<file path="config.mk">
export PLATFORM = sky130hd
export DESIGN_NAME = fetch_unit_flat
export DESIGN_NICKNAME = d
export VERILOG_FILES = /design/src/rtl/fetch_pkg.sv /design/src/rtl/fetch_if.sv /design/src/rtl/fetch_fifo.sv /design/src/rtl/fetch_unit.sv /design/src/flat_wrapper.sv
export SDC_FILE = /design/constraint.sdc
export NUM_CORES = 1
export LEC_CHECK = 0
export CAP_MARGIN = 40
export CORE_MARGIN = 10
export CORE_UTILIZATION = 42
export CTS_CLUSTER_SIZE = 20
export DETAILED_ROUTE_END_ITERATION = 12
export HOLD_SLACK_MARGIN = 0.12
export PLACE_DENSITY = 0.64
export SLEW_MARGIN = 30
export SYNTH_ARGS = -nofsm -noshare
export SYNTH_HDL_FRONTEND = slang
export SYNTH_SLANG_ARGS = --single-unit
</file>
<file path="constraint.sdc">
create_clock -name clk -period 4.3 [get_ports clk]
set_clock_uncertainty 0.1 [all_clocks]
set_input_delay 0.645 -clock clk [delete_from_list [all_inputs] [get_ports clk]]
set_output_delay 0.645 -clock clk [all_outputs]
set_load 0.05 [all_outputs]
</file>
<file path="src/rtl/fetch_pkg.sv">
// Shared constants and FSM state encoding for the instruction fetch unit.
package fetch_pkg;
  localparam int DEF_ADDR_W   = 32;
  localparam int DEF_DATA_W   = 32;
  localparam int DEF_DEPTH    = 4;
  localparam int DEF_INC      = 4;
  localparam int DEF_RESET_PC = 0;

  localparam logic [1:0] S_IDLE = 2'd0;
  localparam logic [1:0] S_REQ  = 2'd1;
  localparam logic [1:0] S_WAIT = 2'd2;
  localparam logic [1:0] S_DROP = 2'd3;

  typedef enum logic [1:0] {
    ST_IDLE = S_IDLE,
    ST_REQ  = S_REQ,
    ST_WAIT = S_WAIT,
    ST_DROP = S_DROP
  } fetch_state_e;
endpackage

</file>
<file path="src/rtl/fetch_if.sv">
// Memory request/response, instruction stream and branch redirect signals of the fetch unit.
interface fetch_if
  import fetch_pkg::*;
#(
  parameter int ADDR_W = DEF_ADDR_W,
  parameter int DATA_W = DEF_DATA_W
) ();
  logic              branch_valid;
  logic [ADDR_W-1:0] branch_target;
  logic              mem_req;
  logic [ADDR_W-1:0] mem_addr;
  logic              mem_ready;
  logic              mem_rvalid;
  logic [DATA_W-1:0] mem_rdata;
  logic              instr_valid;
  logic              instr_ready;
  logic [DATA_W-1:0] instr_data;
  logic [ADDR_W-1:0] instr_pc;

  modport master (
    input  branch_valid, branch_target, mem_ready, mem_rvalid, mem_rdata, instr_ready,
    output mem_req, mem_addr, instr_valid, instr_data, instr_pc
  );

  modport slave (
    output branch_valid, branch_target, mem_ready, mem_rvalid, mem_rdata, instr_ready,
    input  mem_req, mem_addr, instr_valid, instr_data, instr_pc
  );
endinterface

</file>
<file path="src/rtl/fetch_fifo.sv">
// Synchronous prefetch FIFO; head is read combinationally so a pushed entry shows one cycle later.
module fetch_fifo #(
  parameter int WIDTH = 64,
  parameter int DEPTH = 4
) (
  input  logic                     clk,
  input  logic                     reset,
  input  logic                     push,
  input  logic                     pop,
  input  logic                     clear,
  input  logic [WIDTH-1:0]         wdata,
  output logic [WIDTH-1:0]         rdata,
  output logic [$clog2(DEPTH):0]   occupancy,
  output logic                     full,
  output logic                     empty
);
  localparam int PTR_W = $clog2(DEPTH);
  localparam int CNT_W = PTR_W + 1;

  logic [WIDTH-1:0] mem_q [DEPTH];
  logic [PTR_W-1:0] wr_ptr_q, wr_ptr_d;
  logic [PTR_W-1:0] rd_ptr_q, rd_ptr_d;
  logic [CNT_W-1:0] cnt_q, cnt_d;
  logic             push_en, pop_en;

  assign full      = (cnt_q == CNT_W'(DEPTH));
  assign empty     = (cnt_q == '0);
  assign occupancy = cnt_q;
  assign rdata     = mem_q[rd_ptr_q];

  // A push into a full buffer is only legal when the head leaves in the same cycle.
  assign push_en = push && (!full || pop);
  assign pop_en  = pop && !empty;

  always_comb begin
    wr_ptr_d = wr_ptr_q;
    rd_ptr_d = rd_ptr_q;
    cnt_d    = cnt_q;
    if (clear) begin
      wr_ptr_d = '0;
      rd_ptr_d = '0;
      cnt_d    = '0;
    end else begin
      if (push_en) wr_ptr_d = wr_ptr_q + PTR_W'(1);
      if (pop_en)  rd_ptr_d = rd_ptr_q + PTR_W'(1);
      cnt_d = cnt_q + CNT_W'(push_en) - CNT_W'(pop_en);
    end
  end

  always_ff @(posedge clk) begin
    if (reset) begin
      wr_ptr_q <= '0;
      rd_ptr_q <= '0;
      cnt_q    <= '0;
    end else begin
      wr_ptr_q <= wr_ptr_d;
      rd_ptr_q <= rd_ptr_d;
      cnt_q    <= cnt_d;
    end
  end

  always_ff @(posedge clk) begin
    if (push_en && !clear) mem_q[wr_ptr_q] <= wdata;
  end
endmodule

</file>
<file path="src/rtl/fetch_unit.sv">
// Sequential instruction fetcher with one outstanding memory request, branch redirect and prefetch buffer.
module fetch_unit
  import fetch_pkg::*;
#(
  parameter int                ADDR_W   = DEF_ADDR_W,
  parameter int                DATA_W   = DEF_DATA_W,
  parameter int                DEPTH    = DEF_DEPTH,
  parameter int                INC      = DEF_INC,
  parameter logic [ADDR_W-1:0] RESET_PC = ADDR_W'(DEF_RESET_PC)
) (
  input  logic                   clk,
  input  logic                   reset,
  fetch_if.master                bus,
  output logic [$clog2(DEPTH):0] occupancy
);
  logic [1:0]        state_q, state_d;
  logic [ADDR_W-1:0] fetch_pc_q, fetch_pc_d;
  logic              push, pop, clear;
  logic              fifo_full, fifo_empty;
  logic [DATA_W+ADDR_W-1:0] head;

  assign bus.mem_req     = (state_q == S_REQ);
  assign bus.mem_addr    = fetch_pc_q;
  assign bus.instr_valid = !fifo_empty;
  assign bus.instr_data  = head[DATA_W+ADDR_W-1:ADDR_W];
  assign bus.instr_pc    = head[ADDR_W-1:0];

  always_comb begin
    state_d    = state_q;
    fetch_pc_d = fetch_pc_q;
    push       = 1'b0;
    clear      = bus.branch_valid;
    pop        = !fifo_empty && bus.instr_ready && !bus.branch_valid;
    if (bus.branch_valid) fetch_pc_d = bus.branch_target;
    case (state_q)
      S_IDLE: if (!fifo_full) state_d = S_REQ;
      S_REQ: if (bus.mem_ready) state_d = bus.branch_valid ? S_DROP : S_WAIT;
      S_WAIT: begin
        // A redirect while waiting turns the in-flight response into garbage.
        if (bus.branch_valid) begin
          state_d = bus.mem_rvalid ? S_IDLE : S_DROP;
        end else if (bus.mem_rvalid) begin
          push       = 1'b1;
          fetch_pc_d = fetch_pc_q + ADDR_W'(INC);
          state_d    = S_IDLE;
        end
      end
      S_DROP: if (bus.mem_rvalid) state_d = S_IDLE;
      default: state_d = S_IDLE;
    endcase
  end

  always_ff @(posedge clk) begin
    if (reset) begin
      state_q    <= S_IDLE;
      fetch_pc_q <= RESET_PC;
    end else begin
      state_q    <= state_d;
      fetch_pc_q <= fetch_pc_d;
    end
  end

  fetch_fifo #(
    .WIDTH(DATA_W + ADDR_W),
    .DEPTH(DEPTH)
  ) u_fifo (
    .clk      (clk),
    .reset    (reset),
    .push     (push),
    .pop      (pop),
    .clear    (clear),
    .wdata    ({bus.mem_rdata, fetch_pc_q}),
    .rdata    (head),
    .occupancy(occupancy),
    .full     (fifo_full),
    .empty    (fifo_empty)
  );
endmodule

</file>
<file path="src/flat_wrapper.sv">
// flat-port wrapper written by rule: the top's interface ports become plain ports
module fetch_unit_flat import fetch_pkg::*;
#(
  parameter int                ADDR_W   = DEF_ADDR_W,
  parameter int                DATA_W   = DEF_DATA_W,
  parameter int                DEPTH    = DEF_DEPTH,
  parameter int                INC      = DEF_INC,
  parameter logic [ADDR_W-1:0] RESET_PC = ADDR_W'(DEF_RESET_PC)
)
  (clk, reset, occupancy, bus_branch_valid, bus_branch_target, bus_mem_ready, bus_mem_rvalid, bus_mem_rdata, bus_instr_ready, bus_mem_req, bus_mem_addr, bus_instr_valid, bus_instr_data, bus_instr_pc);
  fetch_if #(.ADDR_W(ADDR_W), .DATA_W(DATA_W)) bus_i ();
  input  logic clk;
  input  logic reset;
  output logic [$clog2(DEPTH):0] occupancy;
  input wire logic [$bits(bus_i.branch_valid)-1:0] bus_branch_valid;
  input wire logic [$bits(bus_i.branch_target)-1:0] bus_branch_target;
  input wire logic [$bits(bus_i.mem_ready)-1:0] bus_mem_ready;
  input wire logic [$bits(bus_i.mem_rvalid)-1:0] bus_mem_rvalid;
  input wire logic [$bits(bus_i.mem_rdata)-1:0] bus_mem_rdata;
  input wire logic [$bits(bus_i.instr_ready)-1:0] bus_instr_ready;
  output wire logic [$bits(bus_i.mem_req)-1:0] bus_mem_req;
  output wire logic [$bits(bus_i.mem_addr)-1:0] bus_mem_addr;
  output wire logic [$bits(bus_i.instr_valid)-1:0] bus_instr_valid;
  output wire logic [$bits(bus_i.instr_data)-1:0] bus_instr_data;
  output wire logic [$bits(bus_i.instr_pc)-1:0] bus_instr_pc;
  assign bus_i.branch_valid = bus_branch_valid;
  assign bus_i.branch_target = bus_branch_target;
  assign bus_i.mem_ready = bus_mem_ready;
  assign bus_i.mem_rvalid = bus_mem_rvalid;
  assign bus_i.mem_rdata = bus_mem_rdata;
  assign bus_i.instr_ready = bus_instr_ready;
  assign bus_mem_req = bus_i.mem_req;
  assign bus_mem_addr = bus_i.mem_addr;
  assign bus_instr_valid = bus_i.instr_valid;
  assign bus_instr_data = bus_i.instr_data;
  assign bus_instr_pc = bus_i.instr_pc;
  fetch_unit #(.ADDR_W(ADDR_W), .DATA_W(DATA_W), .DEPTH(DEPTH), .INC(INC), .RESET_PC(RESET_PC)) u_core (.clk(clk), .reset(reset), .bus(bus_i), .occupancy(occupancy));
endmodule
</file>
After elaboration in Yosys (flattened, before gate mapping)
Memory sizes are Yosys's and may differ from the RTL's. A register that Yosys moved wholly into a read port is not among the register bits. Index checks and enable logic that the tools add are counted.

Logic and storage cells: 48. Input bits: 70. Bits in registers: 41. Bits in writable memories: 256. Memories kept: 1. Output and inout bits: 101.

$add $sub $neg: 5. Equality and inequality tests: 6. Mux-type cells: 18. Reductions and logical operators: 13.

Memory list: u_core.u_fifo.mem_q (depth 4, width 64, read ports 1, clocked after Yosys merged registers in 1, write ports 1, line fetch_fifo.sv:20) `logic [WIDTH-1:0] mem_q [DEPTH];`.

Operator list (count): $mux W32 (4); $add A32 B3 Y32 const B (1); $mux W2 (7); $pmux W2 S4 (1); $mux W1 (6); $logic_and A1 B1 Y1 (5); $add A2 B1 Y2 const B (2); $eq A2 B2 Y1 const B (2); $ne A2 B2 Y1 const B (2); $add A3 B1 Y3 (1); $eq A3 B3 Y1 const B (1); $logic_not A1 Y1 (3); $logic_not A3 Y1 (1); $sub A3 B1 Y3 (1); $eq A2 B1 Y1 const B (1); $logic_not A2 Y1 (1); $reduce_and A2 Y1 (1); $reduce_or A2 Y1 (1); $logic_or A1 B1 Y1 (1).

Longest topological paths before layout
Depth in word-level cells: 9. Gate-level depth with buffers: 10. Mapped depth without buffers: 10.

Cells and area by module
From an unflattened synthesis, not the netlist that was laid out.

Cells, all modules: 629. Area total of the unflattened synthesis: 11695.0 µm².

Modules (own cells, without submodules): fetch_fifo (seq. area each 7867.5 µm², area an instance 9713.1 µm², cells an instance 385, instances 1); fetch_unit (seq. area each 680.7 µm², area an instance 1981.9 µm², cells an instance 244, instances 1).

Worst setup path after synthesis
No wires, ideal clock.

Path kind: input-to-reg. From: input port bus_branch_valid. To: memory u_core.u_fifo.mem_q[1][0] (enable). Setup time: 0.429 ns. Buffers on the path: 1. Required time: 3.771 ns. Stages: 3. Arrival time: 2.917 ns. Setup slack: 0.854 ns. Cell sequence: clkbuf_1 nor3_1 and2_1.

Cells in the longest elaborated chain, start to end: 7. Elaborated cells between the ends (all ways): 9. Classes of those cells: 4 x mux; 5 x reduce/logical.

RTL lines: from (decl) (line flat_wrapper.sv:15) `input wire logic [$bits(bus_i.branch_valid)-1:0] bus_branch_valid;`; $logic_not A1 Y1 (line fetch_fifo.sv:63, fetch_unit.sv:33); $logic_and A1 B1 Y1 (line fetch_unit.sv:33) `pop = !fifo_empty && bus.instr_ready && !bus.branch_valid;`; $logic_or A1 B1 Y1 (line fetch_fifo.sv:32) `assign push_en = push && (!full || pop);`; $logic_and A1 B1 Y1 (line fetch_fifo.sv:32); $logic_and A1 B1 Y1 (*) (line fetch_fifo.sv:63) `if (push_en && !clear) mem_q[wr_ptr_q] <= wdata;`; $mux W1 (*) (line fetch_fifo.sv:63); $mux W1 (not written as such) (*) (line fetch_fifo.sv:63); to (decl) (line fetch_fifo.sv:20).

Every way passes the cells marked *; elsewhere a longest branch is shown, timed or not.

==> impl_metrics.ini <==
[status]
status = complete, no violations

[hold_path]
hp-class = flip-flop to flip-flop
whs_path_depth = 2

[synthesis]
yosysSeqAreaShare = 0.7349
yosys_warnings = 0
ys_seq_elements = 299
synth_nets = 713
synthArstFlopShare = 0
syn_area_um2 = 11630
synth_area_per_cell_um2 = 18.32
synth.distinct_cells = 53
synth_cells = 635
synth_edf_count = 256
ys.flop_type = edfxtp_1

[cts]
clkSinkCount = 299
cts_buffer_depth = 3
cts_hold_buffers = 0
htreeDepth = 1
clk_latency_ns = 0.54
numCtsBuffers = 31
post-cts-setup-buffers = 0
cts_resized = 0
cts_tree = done
cts-root-buf = clkbuf_16
path_clk_slew_ns = 0.06

[drt]
drt_iter0_drc = 675
first_pass_iters = 5
ant_nets = 0
vias = 6728
vias_per_cell = 5.524
routed_wl_um = 27060
remaining_drc_errors = 0
drt-wirelength-per-cell_um = 22.22

[final_layout]
diodes = 0
final_layout_size_suffix_gt1_frac = 0.1631
nNetsFinal = 900
layout_commonest_cell = edfxtp_1
final_cells = 1218
regArea_um2 = 8556
multi_input_area_um2 = 2902
fillCellCount = 2094
layout_common_cells = edfxtp_1, clkdlybuf4s50_1, mux4_2
area_growth_pct = 27.63
final_core_util = 0.5478

[placement]
dp.cells = 1161
dp_hpwl_um = 17820
gp_congestion = 0.8527
place_ws_ns = 0.9302
portBuffers = 170

[timing]
finalSetupViolations = 0
relSlewSlack = 0.4308
rsz0062_at_grt = false
tns_ns = 0
fin_crit_sh = 0.8327
setup_ws_ns = 0.7194
hold_viol = 0
fmax_mhz = 279.3
drv_slew = 0
tightest_slew_ns = 0.8423
fin_crit_ns = 3.581

[die]
fp-row-count = 60
ioPinCount = 171
core_um2 = 27100
die-area_um2 = 34750
die-height_um = 186.4
start_util = 0.4292
die_w_um = 186.4

[grt]
grt_max_degree = 48
grt_pass1_vias = 6971
grt_remaining_overflow = 0
antenna_found_initial = 0
grt.total_usage = 0.1513
grt_pass1_wl_um = 42060

[power]
power-per-cell-area_nw_per_um2 = 407.1
leakage_nw = 4.662
peakVddDrop_uv = 251.7
p_total_mw = 6.044

[setup_path]
critPathRequiredTime_ns = 3.56
worstSetupPathType = flip-flop to primary output
r2r_cells = 4
crit_path_max_fanout = 21
end_kind = primary output
cp_data_arrival_time_ns = 2.84
startpoint_type = flip-flop

[run]
maxCapViolCount = 0
==> routing by layer <==
metal	up-vias	routed length (µm)	GRT usage
met5	-	0	0
met4	0	369	0.03127
met3	37	2386	0.04283
met2	320	12020	0.2287
met1	3389	12280	0.2134
li1	2982	-	-
==> worst max-delay path, cell delays in order (launching register included) <==
cell and delay, ns:
dfxtp_4 0.65, buf_4 0.35, mux4_2 0.55, clkdlybuf4s50_1 0.73
==> logic make-up after synthesis <==
logic type / synth area share
mux: 0.1265
buf+inv: 0.01656
flops: 0.7349
simple gates: 0.06551
fa+ha+maj: 0.009250
compound gates: 0.04055
xor+xnor: 0.006777
==> synth_stat cells, drive strengths merged, types with 5 or more instances <==
cell type,instances,area share
a21oi,7,0.0030
a311oi,14,0.011
and3,8,0.0043
buf,10,0.0040
clkbuf,22,0.0071
dfxtp,43,0.074
edfxtp,256,0.66
ha,7,0.0075
inv,17,0.0055
mux4,64,0.12
nand2,23,0.0074
nand3,11,0.0047
nand4,10,0.0059
nor2,35,0.011
nor3,5,0.0022
nor4,5,0.0027
o21ai,8,0.0034
o31ai,11,0.0071
or3,5,0.0027
or4,17,0.011
xnor2,8,0.0060
==> through the flow <==
step | hold WS, ns | cell area [µm²]
4_1_cts | 0.4153 | 14850
6_report | 0.4111 | 14850
3_5_place_dp | 0.4077 | 13870
5_1_grt | 0.4715 | 14850
3_3_place_gp | 0.4026 | 13860
2_1_floorplan | 0.3895 | 11630
==> report_power, final <==
group / switching [mW] / internal, mW
combinational: 0.187 / 0.135
clock: 1.04 / 1.45
sequential: 0.0620 / 3.18
==> path summary, 6_finish.rpt <==
path	start	slack (ns)	endpoint
max	flip-flop	0.72	bus_instr_data[3]
min	u_core.u_fifo.rd_ptr_q[1]	0.41	flip-flop
max reg2reg	u_core.bus.mem_addr[11]	1.58	u_core.bus.mem_addr[21]
min reg2reg	u_core.u_fifo.rd_ptr_q[1]	0.41	flip-flop
==> cell type report <==
cell class                 count  area share
tap                          372     0.03135
timing repair buffer         186      0.1272
inverter                      17    0.004298
sequential                   299      0.5763
clock inverter                11    0.004719
multi-input combinational    287      0.1954
clock buffer                  46     0.06076
==> registers in the layout, indices dropped and copies added (netlist names), named ones only <==
signal	flops
u_core.u_fifo.occupancy	3
u_core.bus.mem_addr	32
u_core.state_q	2
u_core.u_fifo.wr_ptr_q	2
u_core.u_fifo.rd_ptr_q	2
u_core.u_fifo.mem_q	256
No activity file was read; power rests on OpenSTA's default activity.
